===== config.mk =====
export PLATFORM = sky130hd
export DESIGN_NAME = instruction_fetch_flat
export DESIGN_NICKNAME = d
export VERILOG_FILES = /design/src/rtl/instruction_fetch_if.sv /design/src/rtl/instruction_fetch.sv /design/src/flat_wrapper.sv
export SDC_FILE = /design/constraint.sdc
export NUM_CORES = 1
export LEC_CHECK = 0
export CAP_MARGIN = 20
export CORE_ASPECT_RATIO = 0.6
export CORE_MARGIN = 8
export CORE_UTILIZATION = 35
export CTS_BUF_LIST = sky130_fd_sc_hd__clkbuf_16
export CTS_CLUSTER_DIAMETER = 80
export CTS_CLUSTER_SIZE = 16
export DETAILED_ROUTE_END_ITERATION = 6
export GPL_TIMING_DRIVEN = 1
export PLACE_DENSITY_LB_ADDON = 0.2
export SLEW_MARGIN = 30
export SYNTH_ARGS = -nofsm -noshare
export SYNTH_HDL_FRONTEND = slang
export SYNTH_SLANG_ARGS = --single-unit

===== constraint.sdc =====
create_clock -name clk -period 11.2 [get_ports clk]
set_clock_uncertainty 0.1 [all_clocks]
set_input_delay 2.8 -clock clk [delete_from_list [all_inputs] [get_ports clk]]
set_output_delay 2.8 -clock clk [all_outputs]
set_load 0.02 [all_outputs]

===== src/rtl/instruction_fetch_if.sv =====
// instruction_fetch_if: memory request/response and decode handshake bundle around the fetch stage
//   imem_req_valid/addr/ready  request channel to instruction memory
//   imem_rsp_valid/data/err    in-order response channel from instruction memory
//   inst_valid/inst/inst_pc/inst_fault/inst_ready  fetched instruction to decode
//   master = fetch stage view, slave = memory/decode view
interface instruction_fetch_if;
    logic        imem_req_valid;
    logic [31:0] imem_req_addr;
    logic        imem_req_ready;
    logic        imem_rsp_valid;
    logic [31:0] imem_rsp_data;
    logic        imem_rsp_err;
    logic        inst_valid;
    logic [31:0] inst;
    logic [31:0] inst_pc;
    logic [1:0]  inst_fault;
    logic        inst_ready;

    modport master (
        output imem_req_valid, imem_req_addr,
        input  imem_req_ready, imem_rsp_valid, imem_rsp_data, imem_rsp_err,
        output inst_valid, inst, inst_pc, inst_fault,
        input  inst_ready
    );

    modport slave (
        input  imem_req_valid, imem_req_addr,
        output imem_req_ready, imem_rsp_valid, imem_rsp_data, imem_rsp_err,
        input  inst_valid, inst, inst_pc, inst_fault,
        output inst_ready
    );
endinterface


===== src/rtl/instruction_fetch.sv =====
// instruction_fetch: RV32E fetch stage, issues in-order imem requests for pc_i and queues words for decode
//   clk, rst_n   clock, asynchronous active-low reset
//   pc_i         current PC
//   pc_ready_o   fetch of pc_i issued this cycle, PC may advance
//   flush_i      redirect: drop the queue and every in-flight response
//   bus          instruction_fetch_if.master: imem request/response and decode handshake
module instruction_fetch #(
    parameter int          DEPTH    = 2,
    parameter logic [31:0] NOP_INST = 32'h0000_0013
) (
    input  logic                       clk,
    input  logic                       rst_n,
    input  logic [31:0]                pc_i,
    output logic                       pc_ready_o,
    input  logic                       flush_i,
    instruction_fetch_if.master        bus
);
    localparam int AW = $clog2(DEPTH);
    localparam int CW = AW + 1;
    localparam logic [CW:0] LIMIT = DEPTH[CW:0];

    logic [31:0]   q_data  [DEPTH];
    logic [31:0]   q_pc    [DEPTH];
    logic [1:0]    q_fault [DEPTH];
    logic [31:0]   t_pc    [DEPTH];
    logic [AW-1:0] q_wr, q_rd, t_wr, t_rd;
    logic [CW-1:0] occ, outstanding, discard;
    logic [CW:0]   load;
    logic          aligned, pop, credit, req_fire, mis_fire, rsp_take, push;
    logic [31:0]   push_data, push_pc;
    logic [1:0]    push_fault;

    always_comb begin
        aligned             = pc_i[1:0] == 2'b00;
        bus.inst_valid      = (occ != '0) & ~flush_i;
        bus.inst            = q_data[q_rd];
        bus.inst_pc         = q_pc[q_rd];
        bus.inst_fault      = q_fault[q_rd];
        pop                 = bus.inst_valid & bus.inst_ready;
        // Counting the slot freed by this cycle's decode pop sustains one fetch per cycle at DEPTH=2.
        load                = {1'b0, occ} + {1'b0, outstanding} - {{CW{1'b0}}, pop};
        credit              = load < LIMIT;
        bus.imem_req_valid  = rst_n & credit & ~flush_i & aligned;
        bus.imem_req_addr   = pc_i;
        req_fire            = bus.imem_req_valid & bus.imem_req_ready;
        // Misaligned PCs bypass memory but must wait until older fetches drain to keep order.
        mis_fire            = rst_n & credit & ~aligned & (outstanding == '0) & ~flush_i;
        pc_ready_o          = req_fire | mis_fire;
        // A response with nothing outstanding is stale (e.g. issued before reset) and ignored.
        rsp_take            = bus.imem_rsp_valid & (outstanding != '0);
        push                = mis_fire | (rsp_take & (discard == '0) & ~flush_i);
        push_data           = mis_fire ? NOP_INST : bus.imem_rsp_data;
        push_pc             = mis_fire ? pc_i : t_pc[t_rd];
        push_fault          = mis_fire ? 2'b10 : (bus.imem_rsp_err ? 2'b01 : 2'b00);
    end

    always_ff @(posedge clk) begin
        if (req_fire) t_pc[t_wr] <= pc_i;
    end

    always_ff @(posedge clk or negedge rst_n) begin
        if (!rst_n) begin
            for (int i = 0; i < DEPTH; i++) begin
                q_data[i]  <= '0;
                q_pc[i]    <= '0;
                q_fault[i] <= '0;
            end
            q_wr        <= '0;
            q_rd        <= '0;
            t_wr        <= '0;
            t_rd        <= '0;
            occ         <= '0;
            outstanding <= '0;
            discard     <= '0;
        end else begin
            if (req_fire) t_wr <= t_wr + 1'b1;
            if (rsp_take) t_rd <= t_rd + 1'b1;
            outstanding <= outstanding + CW'(req_fire) - CW'(rsp_take);
            // Discarded responses still retire tracking entries so PCs stay paired with data.
            discard     <= flush_i ? outstanding - CW'(rsp_take)
                                   : discard - CW'(rsp_take && discard != '0);
            if (flush_i) begin
                q_wr <= '0;
                q_rd <= '0;
                occ  <= '0;
            end else begin
                if (push) begin
                    q_data[q_wr]  <= push_data;
                    q_pc[q_wr]    <= push_pc;
                    q_fault[q_wr] <= push_fault;
                    q_wr          <= q_wr + 1'b1;
                end
                if (pop) q_rd <= q_rd + 1'b1;
                occ <= occ + CW'(push) - CW'(pop);
            end
        end
    end
endmodule

===== src/flat_wrapper.sv =====
// flat-port wrapper written by rule: the top's interface ports become plain ports
module instruction_fetch_flat 
#(
    parameter int          DEPTH    = 2,
    parameter logic [31:0] NOP_INST = 32'h0000_0013
)
  (clk, rst_n, pc_i, pc_ready_o, flush_i, bus_imem_req_valid, bus_imem_req_addr, bus_imem_req_ready, bus_imem_rsp_valid, bus_imem_rsp_data, bus_imem_rsp_err, bus_inst_valid, bus_inst, bus_inst_pc, bus_inst_fault, bus_inst_ready);
  instruction_fetch_if bus_i ();
  input  logic clk;
  input  logic rst_n;
  input  logic [31:0] pc_i;
  output logic pc_ready_o;
  input  logic flush_i;
  output wire logic [$bits(bus_i.imem_req_valid)-1:0] bus_imem_req_valid;
  output wire logic [$bits(bus_i.imem_req_addr)-1:0] bus_imem_req_addr;
  input wire logic [$bits(bus_i.imem_req_ready)-1:0] bus_imem_req_ready;
  input wire logic [$bits(bus_i.imem_rsp_valid)-1:0] bus_imem_rsp_valid;
  input wire logic [$bits(bus_i.imem_rsp_data)-1:0] bus_imem_rsp_data;
  input wire logic [$bits(bus_i.imem_rsp_err)-1:0] bus_imem_rsp_err;
  output wire logic [$bits(bus_i.inst_valid)-1:0] bus_inst_valid;
  output wire logic [$bits(bus_i.inst)-1:0] bus_inst;
  output wire logic [$bits(bus_i.inst_pc)-1:0] bus_inst_pc;
  output wire logic [$bits(bus_i.inst_fault)-1:0] bus_inst_fault;
  input wire logic [$bits(bus_i.inst_ready)-1:0] bus_inst_ready;
  assign bus_imem_req_valid = bus_i.imem_req_valid;
  assign bus_imem_req_addr = bus_i.imem_req_addr;
  assign bus_i.imem_req_ready = bus_imem_req_ready;
  assign bus_i.imem_rsp_valid = bus_imem_rsp_valid;
  assign bus_i.imem_rsp_data = bus_imem_rsp_data;
  assign bus_i.imem_rsp_err = bus_imem_rsp_err;
  assign bus_inst_valid = bus_i.inst_valid;
  assign bus_inst = bus_i.inst;
  assign bus_inst_pc = bus_i.inst_pc;
  assign bus_inst_fault = bus_i.inst_fault;
  assign bus_i.inst_ready = bus_inst_ready;
  instruction_fetch #(.DEPTH(DEPTH), .NOP_INST(NOP_INST)) u_core (.clk(clk), .rst_n(rst_n), .pc_i(pc_i), .pc_ready_o(pc_ready_o), .flush_i(flush_i), .bus(bus_i));
endmodule

======== After elaboration in Yosys (flattened, before gate mapping) ========
Memories as Yosys holds them, arrays and structs flattened.
Cells that the tools add are included.
word-level totals
  flip-flop bits (word level) ............. 142
  latch bits .............................. 0
  bits in writable memories ............... 64
  memory bits (read-only) ................. 0
  bits of input ports ..................... 71
  output and inout bits ................... 101
  logic and storage cells ................. 87
  memories ................................ 1
memory list
  name         depth  width  read ports  clocked after Yosys merged registers in  wr ports  RTL line                 source
  u_core.t_pc  2      32     1           0                                        1         instruction_fetch.sv:25  logic [31:0] t_pc [DEPTH];
operators by class
  $add $sub $neg .......................... 12
  multipliers ............................. 0
  divide/modulo/power cells ............... 0
  $lt $le $gt $ge ......................... 4
  equal/unequal tests ..................... 0
  shifts and indexed selects .............. 0
  mux-type cells .......................... 28
  bitwise logic cells ..................... 18
  reduce and logical (&&, ||, !) cells .... 11
operator list
  operator                                            count
  two-way mux 32 bit                                  9
  bitwise mux 64 bit                                  2
  demux 32 bit (select 1 bit)                         1
  two-way mux 2 bit                                   7
  bitwise AND 1 bit                                   12
  nonzero test 2 bit                                  5
  subtractor 2 x 1 -> 2 bit                           4
  two-way mux 1 bit                                   7
  zero test 2 bit                                     3
  adder 1 bit, second input constant                  4
  adder 2 x 1 -> 2 bit                                2
  bitwise mux 4 bit                                   1
  >= comparator 2 bit, second input constant          2
  inverter 1 -> 2 bit                                 2
  adder 2 x 2 -> 3 bit                                1
  < comparator 3 x 2 -> 1 bit, second input constant  1
  subtractor 3 x 1 -> 3 bit                           1
  demux 2 bit (select 1 bit)                          1
  logical AND 1 bit                                   2
  < comparator 2 x 1 -> 1 bit, second input constant  1
  inverter 1 bit                                      2
  OR 1 bit                                            2
  AND reduction 2 bit                                 1

======== Logic depth before layout (Yosys ltp) ========
  depth in word-level cells ............... 13
  mapped depth ............................ 13
  mapped depth without buffers ............ 13

======== Least setup slack after synthesis ========
Ideal clock, no wire load.
  kind .................................... in2out
  start ................................... input port flush_i
  end ..................................... output port bus_imem_req_valid
  data arrival time ....................... 5.189 ns
  required time ........................... 8.300 ns
  slack ................................... 3.111 ns
  stages .................................. 10
  buffers on the path ..................... 1
  cell sequence ........................... buf_2 a21oi_1 and2_1 ha_1 inv_1 nand2_1 fa_1 xor2_1 nand2_1 nor3_1
between the ends
  cells in the longest elaborated chain, start to end .. 8
RTL lines
  element                          RTL line                 source
  start: declaration               flat_wrapper.sv:13       input logic flush_i;
  inverter 1 bit (no line)         --
  bitwise AND 1 bit                instruction_fetch.sv:35  bus.inst_valid = (occ != '0) & ~flush_i;
  via bus_inst_valid               flat_wrapper.sv:20       output wire logic [$bits(bus_i.inst_valid)-1:0] bus_inst_valid;
  bitwise AND 1 bit                instruction_fetch.sv:39  pop = bus.inst_valid & bus.inst_ready;
  subtractor 3 x 1 -> 3 bit        instruction_fetch.sv:41  load = {1'b0, occ} + {1'b0, outstanding} - {{CW{1'b0}}, pop};
  < comparator 3 x 2 -> 1 bit      instruction_fetch.sv:42  credit = load < LIMIT;
  bitwise AND 1 bit (3 in series)  instruction_fetch.sv:43  bus.imem_req_valid = rst_n & credit & ~flush_i & aligned;
  end: declaration                 flat_wrapper.sv:14       output wire logic [$bits(bus_i.imem_req_valid)-1:0] bus_imem_req_valid;
The timed path passes the listed nets, and every way through them passes these cells.

======== Worst setup path in the final report ========
  start ................................... input port flush_i
  end ..................................... output port bus_imem_req_valid
between the ends
  cells in the longest elaborated chain, start to end .. 8
RTL lines
  element                              RTL line
  inverter 1 bit (no line) (*)         --
  bitwise AND 1 bit                    instruction_fetch.sv:35
  bitwise AND 1 bit                    instruction_fetch.sv:39
  subtractor 3 x 1 -> 3 bit            instruction_fetch.sv:41
  < comparator 3 x 2 -> 1 bit          instruction_fetch.sv:42
  bitwise AND 1 bit                    instruction_fetch.sv:43
  bitwise AND 1 bit (*) (2 in series)  instruction_fetch.sv:43
Every way passes the cells marked *; elsewhere a longest branch is shown, timed or not.

==> load_flow_metrics.sql <==
INSERT INTO impl_metrics (metric_group, metric, value, unit) VALUES
('run_status', 'status', 'finished, final reports clean', ''),
('worst_setup_path', 'timing.critical_path.from_type', 'input pin', ''),
('worst_setup_path', 'setup.reg_to_reg.worst_slack', '7.49', 'ns'),
('worst_setup_path', 'worstPathCellList', 'clkdlybuf4s50_1, a21oi_1, and2_1, ha_1, inv_1, nand2_1, fa_1, xor2_1, nand2_1, nor3_1, clkdlybuf4s50_1', ''),
('global_routing', 'via_count_of_the_first_global_routing_pass', '6595', ''),
('sta', 'fmaxAchievable', '112', 'MHz'),
('placement', 'numPlacedInstances', '1077', ''),
('cts', 'clk_root_buffer_cell', 'clkbuf_16', ''),
('logic_synthesis', 'synthDistinctLibCells', '36', ''),
('sta', 'setup-violations-final', '0', ''),
('global_routing', 'grt_remaining_overflow', '0', ''),
('routing', 'met2WireLength', '11300', 'um'),
('global_routing', 'grt_start_max_net_pins', '63', ''),
('floorplan', 'floorplan.die_area', '31100', 'um2'),
('sta', 'timing_max_transition_violations_final', '0', ''),
('logic_synthesis', 'ys_warn_count', '0', ''),
('cts', 'cts_max_level', '1', ''),
('final_layout', 'design_area', '11300', 'um2'),
('sta', 'timing.final.ws_setup', '2.27', 'ns'),
('logic_synthesis', 'synthCells', '642', ''),
('sta', 'final.hold.worst_slack', '0.385', 'ns'),
('routing', 'vias_per_cell', '5.39', ''),
('logic_synthesis', 'avg_synthesized_cell_area', '13.9', 'um2'),
('final_layout', 'flow.area_growth_from_synthesis', '26.7', '%'),
('placement', 'cell_area_after_placement', '10800', 'um2'),
('worst_setup_path', 'cp_data_required_time', '8.30', 'ns'),
('routing', 'ant_nets', '0', ''),
('worst_setup_path', 'critPathKind', 'input pin to primary output', ''),
('sta', 'slew-limit-headroom', '38.1', '%'),
('sta', 'tightestPinTransition', '0.928', 'ns'),
('global_routing', 'total_grt_usage', '15.4', '%'),
('cts', 'cts_max_path_buffers', '3', ''),
('sta', 'fin_crit', '8.93', 'ns'),
('final_layout', 'finalNetCount', '845', ''),
('cts', 'cts_tree', 'built', ''),
('sta', 'finalSetupTns', '0', 'ns'),
('routing', 'm1WireLength', '11600', 'um'),
('placement', 'finalWeightedCongestion', '0.735', ''),
('worst_setup_path', 'regToRegStartpoint', 'u_core.occ[1]', ''),
('final_layout', 'final.fill_count', '2249', ''),
('global_routing', 'antenna_found_initial', '0', ''),
('final_layout', 'finalNonFillerCells', '1105', ''),
('worst_setup_path', 'critical_path_cell_count', '11', ''),
('routing', 'top_layer_used', 'met4', ''),
('worst_setup_path', 'r2r_end', 'u_core.t_pc[1][29]', ''),
('sta', 'rsz0062_at_grt', 'no', ''),
('routing', 'drtPass1Iterations', '5', ''),
('cts', 'clkSinkCount', '206', ''),
('power_and_ir_drop', 'peakVddDrop', '108', 'uV'),
('sta', 'final-hold-violation-count', '0', ''),
('routing', 'route.final.wire_length', '24400', 'um'),
('final_layout', 'drive_above_1_share', '15.2', '%'),
('sta', 'period_share', '79.7', '%'),
('floorplan', 'fp.dieW', '222', 'um'),
('placement', 'place_hpwl', '15900', 'um'),
('floorplan', 'floorplan.initialDensity', '35.5', '%'),
('logic_synthesis', 'synth.net_count', '720', ''),
('routing', 'detailroute.wirelength.met3', '1120', 'um'),
('worst_setup_path', 'critical_path_arrival', '6.03', 'ns'),
('routing', 'remaining_drc_errors', '0', ''),
('cts', 'cts.clk_slew.worst_paths', '0.08', 'ns'),
('cts', 'clk_latency', '0.47', 'ns'),
('cts', 'post_cts_resize_count', '0', ''),
('worst_setup_path', 'worst_setup_path_startpoint', 'flush_i', ''),
('worst_setup_path', 'worstRegToRegCells', '11', ''),
('power_and_ir_drop', 'total_leakage_power', '4.76', 'nW'),
('worst_setup_path', 'critPathBufInv', '3', ''),
('power_and_ir_drop', 'power_density', '242', 'nW/um2'),
('worst_setup_path', 'crit_fanout', '10', ''),
('cts', 'ctsHoldBuffers', '0', ''),
('worst_setup_path', 'crit_slowest_cell', 'clkdlybuf4s50_1', '');
[where the power goes]
part / total [mW] / internal [mW] / switching (mW) / leakage, nW
clock network: 0.534 / 0.274 / 0.261 / 0.262
registers: 1.17 / 0.993 / 0.172 / 2.44
logic: 1.05 / 0.576 / 0.471 / 2.05
[Yosys cell counts]
master | number | area (um2)
a21o_1 | 2 | 15.0
a21oi_1 | 5 | 25.0
a221o_1 | 64 | 641
a22o_1 | 60 | 526
and2_1 | 2 | 12.5
and2_2 | 1 | 7.51
and3_1 | 3 | 18.8
and3b_2 | 1 | 10.0
buf_1 | 2 | 7.51
buf_2 | 25 | 125
buf_4 | 32 | 240
buf_6 | 1 | 11.3
clkbuf_1 | 16 | 60.1
dfrtp_1 | 142 | 3550
edfxtp_1 | 64 | 1920
fa_1 | 1 | 20.0
ha_1 | 6 | 75.1
inv_1 | 9 | 33.8
mux2_2 | 69 | 777
mux2i_1 | 31 | 310
nand2_1 | 5 | 18.8
nand2b_1 | 1 | 6.26
nand3_1 | 2 | 10.0
nor2_1 | 68 | 255
nor2_2 | 1 | 6.26
nor2b_1 | 4 | 25.0
nor3_1 | 4 | 20.0
nor3_2 | 1 | 10.0
o2111a_4 | 1 | 20.0
o2111ai_2 | 1 | 15.0
o21ai_0 | 1 | 5.00
o21ai_2 | 2 | 17.5
o21ai_4 | 1 | 16.3
o22a_1 | 6 | 52.6
xnor2_1 | 4 | 35.0
xor2_1 | 4 | 35.0
[worst register-to-register path, delay by kind of cell, from the launching register on]
| family | cells | cell delay [ns] |
|---|---|---|
| AND/OR/NAND/NOR | 5 | 1.55 |
| adder cells (fa/ha/maj) | 2 | 0.62 |
| flip-flops | 1 | 0.38 |
| XOR/XNOR | 1 | 0.31 |
| AO/OA/AOI/OAI | 1 | 0.18 |
| buffers and inverters | 2 | 0.15 |
[final cells by class]
| class | instances | area (um2) | share of cell area (%) |
|---|---|---|---|
| clock buffer | 17 | 425 | 3.76 |
| clock inverter | 10 | 37.5 | 0.331 |
| inverter | 9 | 33.8 | 0.298 |
| multi-input combinational | 351 | 3030 | 26.8 |
| sequential | 206 | 5480 | 48.4 |
| tap | 329 | 412 | 3.63 |
| timing repair buffer | 183 | 1900 | 16.8 |
[per-stage QoR]
stage | total power [mW] | utilization [%]
floorplan | 1.78 | -
global placement | 2.19 | 42.6
detailed placement | 2.23 | 43.0
CTS | 2.78 | 44.9
global route | 2.89 | 45.0
finish | 2.75 | 45.0
[worst min path at each step]
stage / start / cells after the start / end / slack [ns]
global route: u_core.q_fault[1] / 1 / u_core.q_fault[1] / 0.40
CTS: u_core.q_fault[1] / 1 / u_core.q_fault[1] / 0.39
global placement: u_core.q_fault[1] / 1 / u_core.q_fault[1] / 0.36
floorplan: u_core.q_fault[1] / 1 / u_core.q_fault[1] / 0.34
finish: u_core.q_fault[1] / 1 / u_core.q_fault[1] / 0.38
detailed placement: u_core.q_fault[1] / 1 / u_core.q_fault[1] / 0.37
[layer usage]
layer	global-route usage (%)	vias up
met2	24.2	160
met1	21.9	3119
met4	3.16	0
met5	0	-
met3	2.98	30
li1	-	2650
[state kept, by name, summed over array words and instances, names as in the netlist]
| name | cells |
|---|---|
| u_core.q_rd | 1 |
| u_core.q_wr | 1 |
| u_core.t_wr | 1 |
| u_core.q_fault | 4 |
| u_core.outstanding | 2 |
| u_core.occ | 2 |
| u_core.q_pc | 64 |
| u_core.q_data | 64 |
| u_core.t_rd | 1 |
| u_core.discard | 2 |
| u_core.t_pc | 64 |
[logic make-up (layout without fill, tap and decap cells)]
kind of cell	after synthesis	in the layout	synth area share, %
flops	206	206	61.3
compound gates	143	143	14.9
mux	100	100	12.2
simple gates	93	93	4.48
buf+inv	85	219	5.35
xor+xnor	8	8	0.784
fa+ha+maj	7	7	1.06
[cell usage in the layout, fill, tap and decap left out, drive strengths merged, types with 2 or more instances in the layout]
| cell type | netlist | final |
|---|---|---|
| ha | 6 | 6 |
| and3 | 3 | 3 |
| and2 | 3 | 3 |
| inv | 9 | 19 |
| dfrtp | 142 | 142 |
| a21oi | 5 | 5 |
| nor2 | 69 | 69 |
| o21ai | 4 | 4 |
| mux2 | 69 | 69 |
| mux2i | 31 | 31 |
| xor2 | 4 | 4 |
| xnor2 | 4 | 4 |
| nor2b | 4 | 4 |
| o22a | 6 | 6 |
| edfxtp | 64 | 64 |
| buf | 60 | 13 |
| nand2 | 5 | 5 |
| nand3 | 2 | 2 |
| clkdlybuf4s50 | 0 | 170 |
| nor3 | 5 | 5 |
| a221o | 64 | 64 |
| a21o | 2 | 2 |
| a22o | 60 | 60 |
| clkbuf | 16 | 17 |
Note: power is estimated with default switching activity, not from simulation.
